[config.mk]
export PLATFORM = sky130hd
export DESIGN_NAME = decim_frame_sequencer
export DESIGN_NICKNAME = d
export VERILOG_FILES = /design/src/rtl/decim_frame_sequencer.sv
export SDC_FILE = /design/constraint.sdc
export NUM_CORES = 1
export LEC_CHECK = 0
export BUFFER_PORTS_ARGS = -buffer_cell sky130_fd_sc_hd__buf_2
export CORE_MARGIN = 8
export CORE_UTILIZATION = 37
export DETAILED_ROUTE_END_ITERATION = 8
export PLACE_DENSITY = 0.54
export SETUP_SLACK_MARGIN = 0.4
export SYNTH_ARGS = -nofsm -noshare
export SYNTH_HDL_FRONTEND = slang
export SYNTH_SLANG_ARGS = --single-unit
[constraint.sdc]
create_clock -name aclk -period 10.8 [get_ports aclk]
set_input_delay 2.16 -clock aclk [delete_from_list [all_inputs] [get_ports aclk]]
set_output_delay 2.16 -clock aclk [all_outputs]
set_load 0.01 [all_outputs]
[src/rtl/decim_frame_sequencer.sv]
// Keep-1-of-N sample picker and FFT frame packer with start/stop run control.
// Optional DECIM_SEQ_DROP_ON_STALL_EN: never stall input, drop kept beats on stall.
module decim_frame_sequencer #(
  parameter int DATA_WIDTH      = 32,
  parameter int FFT_SIZE        = 1024,
  parameter int RATIO_WIDTH     = 16,
  parameter int FRAME_CNT_WIDTH = 16
) (
  input  logic                       aclk,
  input  logic                       areset,
  input  logic [RATIO_WIDTH-1:0]     cfg_ratio,
  input  logic [FRAME_CNT_WIDTH-1:0] cfg_num_frames,
  input  logic                       start,
  input  logic                       stop,
  input  logic [DATA_WIDTH-1:0]      s_axis_tdata,
  input  logic                       s_axis_tvalid,
  output logic                       s_axis_tready,
  output logic [DATA_WIDTH-1:0]      m_axis_tdata,
  output logic                       m_axis_tvalid,
  input  logic                       m_axis_tready,
  output logic                       m_axis_tlast,
  output logic                       busy,
  output logic                       done,
  output logic [FRAME_CNT_WIDTH-1:0] frame_count,
  output logic                       overflow
);

  localparam int IW = $clog2(FFT_SIZE);

  typedef enum logic [1:0] {
    S_IDLE,
    S_CAPTURE,
    S_DRAIN,
    S_FLUSH
  } state_t;

  state_t                     state;
  logic [RATIO_WIDTH-1:0]     ratio_q;
  logic [RATIO_WIDTH-1:0]     phase;
  logic [FRAME_CNT_WIDTH-1:0] num_q;
  logic [FRAME_CNT_WIDTH-1:0] frames_loaded;
  logic [IW-1:0]              idx;

  logic running;
  logic drain_now;
  logic can_load;
  logic accept;
  logic keep;
  logic load;
  logic drop;
  logic last_load;
  logic hit_count;

  always_comb begin
    running   = (state == S_CAPTURE) || (state == S_DRAIN);
    drain_now = m_axis_tvalid && m_axis_tready;
    can_load  = !m_axis_tvalid || drain_now;
`ifdef DECIM_SEQ_DROP_ON_STALL_EN
    s_axis_tready = (state == S_IDLE) || running;
`else
    s_axis_tready = (state == S_IDLE) || (running && can_load);
`endif
    accept    = running && s_axis_tvalid && s_axis_tready;
    keep      = accept && (phase == '0);
    load      = keep && can_load;
`ifdef DECIM_SEQ_DROP_ON_STALL_EN
    drop      = keep && !can_load;
`else
    drop      = 1'b0;
`endif
    last_load = load && (idx == IW'(FFT_SIZE - 1));
    hit_count = last_load && (num_q != '0) &&
                (frames_loaded + FRAME_CNT_WIDTH'(1) == num_q);
  end

  assign busy = (state != S_IDLE);

  always_ff @(posedge aclk or posedge areset) begin
    if (areset) begin
      state         <= S_IDLE;
      ratio_q       <= RATIO_WIDTH'(1);
      num_q         <= '0;
      phase         <= '0;
      idx           <= '0;
      frames_loaded <= '0;
      frame_count   <= '0;
      overflow      <= 1'b0;
      done          <= 1'b0;
      m_axis_tvalid <= 1'b0;
      m_axis_tlast  <= 1'b0;
      m_axis_tdata  <= '0;
    end else begin
      done <= 1'b0;
      if (drain_now && m_axis_tlast && (frame_count != '1))
        frame_count <= frame_count + FRAME_CNT_WIDTH'(1);
      if (load) begin
        m_axis_tvalid <= 1'b1;
        m_axis_tdata  <= s_axis_tdata;
        m_axis_tlast  <= (idx == IW'(FFT_SIZE - 1));
      end else if (drain_now) begin
        m_axis_tvalid <= 1'b0;
      end
      if (accept)
        phase <= (phase == ratio_q - RATIO_WIDTH'(1)) ? '0
                 : phase + RATIO_WIDTH'(1);
      if (load)
        idx <= (idx == IW'(FFT_SIZE - 1)) ? '0 : idx + IW'(1);
      if (last_load)
        frames_loaded <= frames_loaded + FRAME_CNT_WIDTH'(1);
      if (drop)
        overflow <= 1'b1;
      unique case (state)
        S_IDLE: begin
          // stop in the same cycle as start keeps the sequencer idle
          if (start && !stop) begin
            ratio_q       <= (cfg_ratio == '0) ? RATIO_WIDTH'(1) : cfg_ratio;
            num_q         <= cfg_num_frames;
            phase         <= '0;
            idx           <= '0;
            frames_loaded <= '0;
            frame_count   <= '0;
            overflow      <= 1'b0;
            state         <= S_CAPTURE;
          end
        end
        S_CAPTURE: begin
          if (hit_count)
            state <= S_FLUSH;
          else if (stop)
            state <= (idx == '0 && !load) ? S_FLUSH : S_DRAIN;
        end
        S_DRAIN: begin
          if (last_load)
            state <= S_FLUSH;
        end
        S_FLUSH: begin
          if (!m_axis_tvalid) begin
            done  <= 1'b1;
            state <= S_IDLE;
          end
        end
        default: state <= S_IDLE;
      endcase
    end
  end

endmodule

Word level (Yosys, flattened, before mapping). Index checks and enable logic that the tools add are counted.

Output and inout bits: 54. Bits in registers: 127. Memory bits (writable): 0. Word-level logic and storage cells: 81. Latch bits: 0. Bits of input ports: 70. Memories: 0. ROM bits: 0.

Bitwise operators: 0. Multiply operators: 0. Multiplexer cells: 26. Reductions and logical operators: 28. Equality and inequality tests: 11. Shift-type cells: 0. Div/mod/pow operators: 0. Magnitude comparators: 0. Add/sub/neg operators: 5.

Operator list (count): $mux 16 (11); $add 16x1->16 const B (3); $mux 10 (4); $eq 16x16->1 (2); $logic_not 16->1 (2); $ne 16x16->1 const B (1); $reduce_bool 16->1 (1); $sub 16x1->16 const B (1); $logic_and 1x1->1 (13); $add 10x1->10 const B (1); $eq 10x10->1 const B (1); $logic_not 10->1 (1); $mux 2 (5); $pmux 2 s4 (1); $mux 1 (5); $eq 2x2->1 const B (2); $ne 2x2->1 const B (2); $reduce_and 4->1 (1); $reduce_bool 2->1 (2); $logic_not 1->1 (3); $logic_or 1x1->1 (3); $ne 3x3->1 const B (1); $eq 2x1->1 const B (1); $logic_not 2->1 (1); other kinds (2) (2).

Longest topological paths before layout. Gate-level depths: netlist (run 1).

Depth after elaboration: 13. Mapped depth: 10. Gate-level depth less buffers: 9.

Worst setup path before layout (run 1). OpenSTA, ideal clock, no wires.

Kind: input to output. From: input port m_axis_tready. To: output port s_axis_tready. Data arrival time: 2523 ps. Path slack: 6117 ps. Data required time: 8640 ps. Stages on the path: 3. Buffers on the path: 0. Cell sequence: nand2b_1 -> nand2_1 -> nand2_1.

Longest elaborated chain between the ends: 4.

Ends and longest elaborated chain: from (decl) (line 20) `input logic m_axis_tready,`; $logic_and 1x1->1 (line 56) `drain_now = m_axis_tvalid && m_axis_tready;`; $logic_or 1x1->1 (line 57) `can_load = !m_axis_tvalid || drain_now;`; $logic_and 1x1->1 (line 61) `s_axis_tready = (state == S_IDLE) || (running && can_load);`; $logic_or 1x1->1 (line 61); to (decl) (line 17) `output logic s_axis_tready,`.

No other way between the ends.

Final worst setup path (run 1). Same ends and word-level chain as after synthesis.

==> results of run 1 <==
[logic make-up (layout without fill, tap and decap cells)]
logic type / after synthesis / count (layout)
AO/OA/AOI/OAI: 80 / 80
XOR/XNOR: 81 / 81
adder cells (fa/ha/maj): 11 / 11
buffers and inverters: 52 / 176
flip-flops: 127 / 127
multiplexers: 36 / 36
other: 1 / 1
AND/OR/NAND/NOR: 339 / 339
[power by group through the flow]
| stage | clock, mW | sequential, mW | combinational [mW] |
|---|---|---|---|
| global route | 0.643 | 0.794 | 0.719 |
| CTS | 0.620 | 0.769 | 0.649 |
| detailed placement | 0 | 0.772 | 0.646 |
| floorplan | 0 | 0.762 | 0.431 |
| global placement | 0 | 0.771 | 0.640 |
| finish | 0.607 | 0.767 | 0.638 |
[layer usage]
metal  vias to the layer above  track usage (%)
li1                       2773                -
met1                      2678             20.6
met2                       164             22.5
met3                        14             5.62
met4                         0             4.05
met5                         -                0
[worst min path at each step]
stage / to / from / cells past startpoint
after floorplan: ratio_q[15] / ratio_q[15] / 2
after global placement: m_axis_tdata[8] / m_axis_tdata[8] / 1
after detailed placement: m_axis_tdata[15] / m_axis_tdata[15] / 1
after CTS: ratio_q[15] / ratio_q[15] / 2
after global routing: m_axis_tdata[12] / m_axis_tdata[12] / 1
final: ratio_q[15] / ratio_q[15] / 2
[flip-flops by register name, summed over array words and instances (netlist names), 2 cells and up]
signal	count
frame_count	16
frames_loaded	16
idx	10
m_axis_tdata	32
num_q	16
phase	16
ratio_q	16
state	2
[stage by stage]
| stage | power (mW) | util [%] | hold WS (ns) |
|---|---|---|---|
| floorplan | 1.19 | - | 0.465 |
| global placement | 1.41 | 41.6 | 0.486 |
| detailed placement | 1.42 | 41.6 | 0.490 |
| CTS | 2.04 | 44.9 | 0.508 |
| global route | 2.16 | 44.9 | 0.522 |
| finish | 2.01 | 44.9 | 0.498 |
[layout make-up]
type                            count  area, um2  share of cell area [%]
Multi-Input combinational cell    548       3480                    42.0
Inverter                           16       62.6                   0.754
Sequential cell                   127       3180                    38.3
Clock buffer                       19        443                    5.34
Tap cell                          234        293                    3.53
Clock inverter                     13        178                    2.14
Timing Repair Buffer              128        656                    7.90
[cell usage after synthesis, drive strengths merged, types with 2 or more instances]
cell type | instances | area, um2
nor4b | 3 | 32.5
a211oi | 4 | 30.0
xnor2 | 43 | 377
inv | 16 | 60.1
nand2 | 121 | 454
buf | 10 | 60.1
o22ai | 2 | 12.5
nor2 | 63 | 239
mux2 | 32 | 360
o2111ai | 3 | 26.3
a41oi | 2 | 17.5
xor2 | 38 | 333
and3 | 12 | 75.1
and2 | 3 | 18.8
nor2b | 4 | 25.0
ha | 11 | 138
nand3b | 4 | 30.0
a21oi | 15 | 75.1
nand4b | 2 | 17.5
a31oi | 9 | 56.3
o21ai | 24 | 120
nor3 | 23 | 125
nor4 | 23 | 174
nand4 | 18 | 113
and4 | 7 | 61.3
o211ai | 4 | 30.0
or3 | 14 | 87.6
mux2i | 4 | 40.0
nor3b | 2 | 15.0
a211o | 2 | 17.5
or4 | 6 | 45.0
nand2b | 6 | 37.5
nand3 | 23 | 115
dfrtp | 126 | 3150
a311o | 2 | 20.0
o31ai | 4 | 30.0
clkbuf | 26 | 98.8
[critical path, cell delays in order]
cell and delay, ns:
buf_2 0.10, nand2b_1 0.23, nand2_1 0.12, nand2_1 0.08, buf_2 0.16
[cells in the final DEF (no fill, tap or decap), types with 3 or more instances in the layout]
master	count
or3_1	14
mux2_2	32
a31oi_1	9
nor2_1	61
and3_1	12
and4_1	7
nor3_1	21
inv_1	15
nor2b_1	4
nand4_1	18
clkinv_4	3
nand3_1	23
o2111ai_1	3
clkbuf_16	17
a211oi_1	4
dfrtp_1	126
ha_1	11
xnor2_1	43
nand2b_1	6
bufinv_16	3
o211ai_1	4
or4_1	6
buf_4	6
buf_2	122
and2_1	3
a21oi_1	15
inv_6	4
nand2_1	121
o31ai_1	4
nand3b_1	4
o21ai_0	23
mux2i_1	4
nor4_1	21
xor2_1	38
==> key figures, run 1 <==
Critical path
  – FF-to-FF path depth: 9
  – Worst Path Arrival: 2.84 ns
  – Critical Path RT: 8.64 ns
  – Reg-to-reg startpoint: ratio_q[1]
  – Setup slack, reg-to-reg: 7.30 ns
  – Worst Setup End Kind: output port
  – CP Launch Point: m_axis_tready
  – CP Launch Type: input pin
  – WS Path Type: in -> out
  – Crit Path Max Fanout: 7
  – Reg2reg end: phase[12]
  – Critical path endpoint: s_axis_tready

Clock tree
  – Hold_buf cts: 0
  – Worst skew pair latency: 0.42 ns
  – # resized after CTS: 0
  – Post-CTS Setup Bufs: 0
  – Sink Count: 127
  – CTS buffer count: 17
  – H-tree depth: 4
  – CTS tree: built
  – Root Buffer: clkbuf_16
  – Clock transition at path regs: 0.06 ns
  – Maximum clock insertion buffer count: 2

Power
  – NetSw: 729 uW
  – Leak: 3.80 nW
  – Clk pwr share: 30.2%
  – Logic pwr share: 31.7%
  – VDD IR max: 133 uV
  – Int Pwr: 1.28 mW
  – Sw Share: 36.2%
  – Reg power frac: 38.1%
  – P per Cell Area: 243 nW/um2

Place
  – Port-buffer cells: 122
  – Placement Cell Area: 7670 um2
  – Hpwl dp: 12,300 um
  – Placed cells: 1,053
  – Place WS: 5.78 ns
  – GP Congestion: 0.824

Timing
  – Hold Violations, Final: 0
  – Post-route clock period utilization: 46.3%
  – Slew Limit Fails: 0
  – Worst Max-Slew Pin Slew: 0.865 ns
  – Final Skew: 0.0102 ns
  – Endpoints failing setup: 0
  – Fin crit period: 5.00 ns
  – Slew headroom: 41.9%
  – Final worst slack: 5.80 ns
  – Fmax: 0.200 GHz
  – Total negative slack: 0 ns
  – RSZ-0062 raised after global routing: no

Floorplan
  – Core Region: 18,500 um2
  – Initial core utilization: 37.2%
  – Die area: 23,200 um2
  – Core Rows: 50
  – Die span in x: 152 um
  – IO Count: 124
  – Die H: 152 um

Final layout
  – N_diodes: 0
  – Final nets: 919
  – Final Instance Area: 8300 um2
  – Share of cells above drive strength 1: 23.9%
  – # fillers: 1,806
  – P&R area growth vs syn: 20.7%
  – Final Instance Count excl. Fillers: 1,085

Synth
  – Synth Area per Inst: 9.45 um2
  – Post-Synth Adder-Cell Area: 2.00%
  – Syn Inst Count: 727
  – Mux contribution to synthesized area: 5.83%
  – Synth warn: 0
  – Cell Area, Synth: 6870 um2
  – Compound-gate portion of the synthesized area: 7.45%
  – Sequential share of the synthesized area: 46.3%
  – Area share of and/or/nand/nor cells after synthesis: 24.9%
  – Ys flop type: dfrtp_1
  – Seq cells post-synth: 127
  – Syn nets: 808
  – Count of different cell masters after synthesis: 62
  – Largest family of logic cells by synthesized area: simple AND/OR/NAND/NOR gates
  – EDFF count, synth: 0
  – Asr flop ratio synth: 100%
  – Synth Area in XOR/XNOR: 10.3%

Global route
  – GRT overflow: 0
  – First-pass GRT wire length: 29,300 um
  – Initial antenna violation count: 0
  – Vias in the first global route: 5,759
  – GRT Util Overall: 15.3%
  – Largest net degree at the start of global routing: 70

Run
  – Max-Cap Viols: 0

Outcome
  – Status: finished, final reports clean

Route
  – WL final: 17,400 um
  – Post-route DRC: 0
  – DR top layer: met4
  – Drt wl/cell: 16.0 um
  – Post-route ant nets: 0
  – Vias per inst: 5.19
  – DR vias: 5,629
  – Met2 WL post-DR: 7380 um
  – Initial drt markers: 317
  – DR WL met3: 1280 um
  – M1 wire length: 8520 um
  – First drt pass iteration count: 5

Hold path
  – HP Class: reg -> reg
No activity file was read; power rests on OpenSTA's default activity.
==> run 2: changes to the inputs <==
- clock period: 10.8 -> 4.7 ns (I/O delays scaled with it)
==> key figures, run 2 (synthesis gave the netlist of run 1 again) <==
Critical path
  – Reg2reg end: phase[12]
  – Crit path max-delay family: simple AND/OR/NAND/NOR gates
  – Worst Path Arrival: 3.63 ns
  – Crit Path Max Fanout: 15
  – Setup slack, reg-to-reg: 1.33 ns
  – CP max-delay cell: nor4_4
  – CP Launch Point: ratio_q[1]
  – Critical Path, Cell by Cell: inv_1, ha_1, nor3b_1, o211ai_1, a221oi_1, nand4_1, or4_1, nor4_4, nor4_1
  – Reg-to-reg startpoint: ratio_q[1]
  – CP Buf/Inv Count: 1
  – Worst Setup End Kind: flip-flop
  – Largest stage delay, worst path: 0.66 ns
  – FF-to-FF path depth: 9
  – CP Launch Type: flip-flop
  – Critical Path RT: 4.96 ns
  – Cell count along the critical path: 9
  – WS Path Type: reg -> reg

Final layout
  – Biggest register: m_axis_tdata
  – Final Instance Count excl. Fillers: 1,088
  – Share of cells above drive strength 1: 24.1%
  – P&R area growth vs syn: 20.9%
  – Largest register FFs: 32
  – Final nets: 922
  – N_diodes: 0
  – Commonest non-fill, non-tap cell in the layout: dfrtp_1
  – Commonest non-fill, non-tap cells in the layout: dfrtp_1, buf_2, nand2_1, nor2_1, xnor2_1

Timing
  – Slew headroom: 37.1%
  – Fin crit period: 3.37 ns
  – Final Skew: 0.0143 ns
  – Slew Limit Fails: 0
  – Total negative slack: 0 ns
  – Endpoints failing setup: 0
  – RSZ-0062 raised after global routing: no
  – Post-route clock period utilization: 71.7%
  – Fmax: 0.297 GHz
  – Hold Violations, Final: 0
  – Worst Max-Slew Pin Slew: 0.942 ns

Global route
  – GRT overflow: 0
  – Largest net degree at the start of global routing: 42
  – Vias in the first global route: 5,730
  – First-pass GRT wire length: 29,900 um
  – Initial antenna violation count: 1
  – GRT Util Overall: 15.7%

Clock tree
  – Root Buffer: clkbuf_16
  – Sink Count: 127
  – CTS buffer count: 17
  – H-tree depth: 4
  – Worst skew pair latency: 0.43 ns
  – Hold_buf cts: 0
  – CTS tree: built
  – Clock transition at path regs: 0.06 ns
  – # resized after CTS: 0
  – Post-CTS Setup Bufs: 0
  – Maximum clock insertion buffer count: 2

Power
  – Reg power frac: 38.2%
  – NetSw: 1.67 mW
  – VDD IR max: 340 uV
  – Leak: 3.80 nW
  – P per Cell Area: 554 nW/um2
  – Clk pwr share: 29.8%
  – Int Pwr: 2.93 mW
  – Logic pwr share: 32.0%
  – Sw Share: 36.3%

Floorplan
  – IO Count: 124
  – Die span in x: 152 um
  – Core Rows: 50
  – Die area: 23,200 um2
  – Core Region: 18,500 um2
  – Die H: 152 um
  – Initial core utilization: 37.2%

Place
  – Hpwl dp: 12,700 um
  – Placed cells: 1,056
  – Port-buffer cells: 122
  – GP Congestion: 0.847

Hold path
  – Hold Path Depth: 1
  – HP Class: reg -> reg
  – Min-Delay Endpoint: m_axis_tdata[28]
  – Worst hold start: m_axis_tdata[28]

Route
  – Initial drt markers: 377
  – DR WL met3: 1390 um
  – DR vias: 5,630
  – Drt wl/cell: 16.2 um
  – DR top layer: met5
  – WL final: 17,600 um
  – Met2 WL post-DR: 7440 um
  – Post-route DRC: 0
  – Post-route ant nets: 0
  – First drt pass iteration count: 4
  – Vias per inst: 5.17
  – M1 wire length: 8550 um

Outcome
  – Status: finished, final reports clean

Run
  – Max-Cap Viols: 0
run 2: through the flow:
step / worst slack (ns) / hold WS, ns / instance area, um2 / power, mW / util (%)
final: 1.33 / 0.499 / 8310 / 4.61 / 45.0
after global routing: 1.08 / 0.517 / 8310 / 4.93 / 45.0
after CTS: 1.28 / 0.503 / 8310 / 4.66 / 45.0
after detailed placement: 1.35 / 0.490 / 7700 / 3.25 / 41.7
after global placement: 1.39 / 0.485 / 7700 / 3.25 / 41.7
after floorplan: 1.91 / 0.465 / 6870 / 2.74 / -
run 2: worst max path at each step:
stage	endpoint	slack (ns)
after floorplan	state[0]	1.91
after global placement	phase[12]	1.39
after detailed placement	phase[9]	1.35
after CTS	phase[6]	1.28
after global routing	phase[4]	1.08
final	phase[12]	1.33
run 2: cell type report:
type	instances	area, um2
clock buffers	18	429
clock inverters	14	181
fillers	1815	10100
inverters	16	63.8
multi-input cells	548	3480
flip-flops and latches	127	3180
well taps	234	293
repair buffers	131	678
run 2: power by group through the flow:
stage	Sequential (mW)	Combinational (mW)	Clock, mW
floorplan	1.75	0.992	0
global placement	1.77	1.48	0
CTS	1.76	1.50	1.40
detailed placement	1.77	1.49	0
finish	1.76	1.48	1.37
global route	1.82	1.66	1.45
run 2: layer usage:
| metal | up-vias | track usage (%) |
|---|---|---|
| met5 | - | 0 |
| met4 | 2 | 4.33 |
| li1 | 2784 | - |
| met1 | 2683 | 21.2 |
| met2 | 145 | 22.7 |
| met3 | 16 | 6.18 |
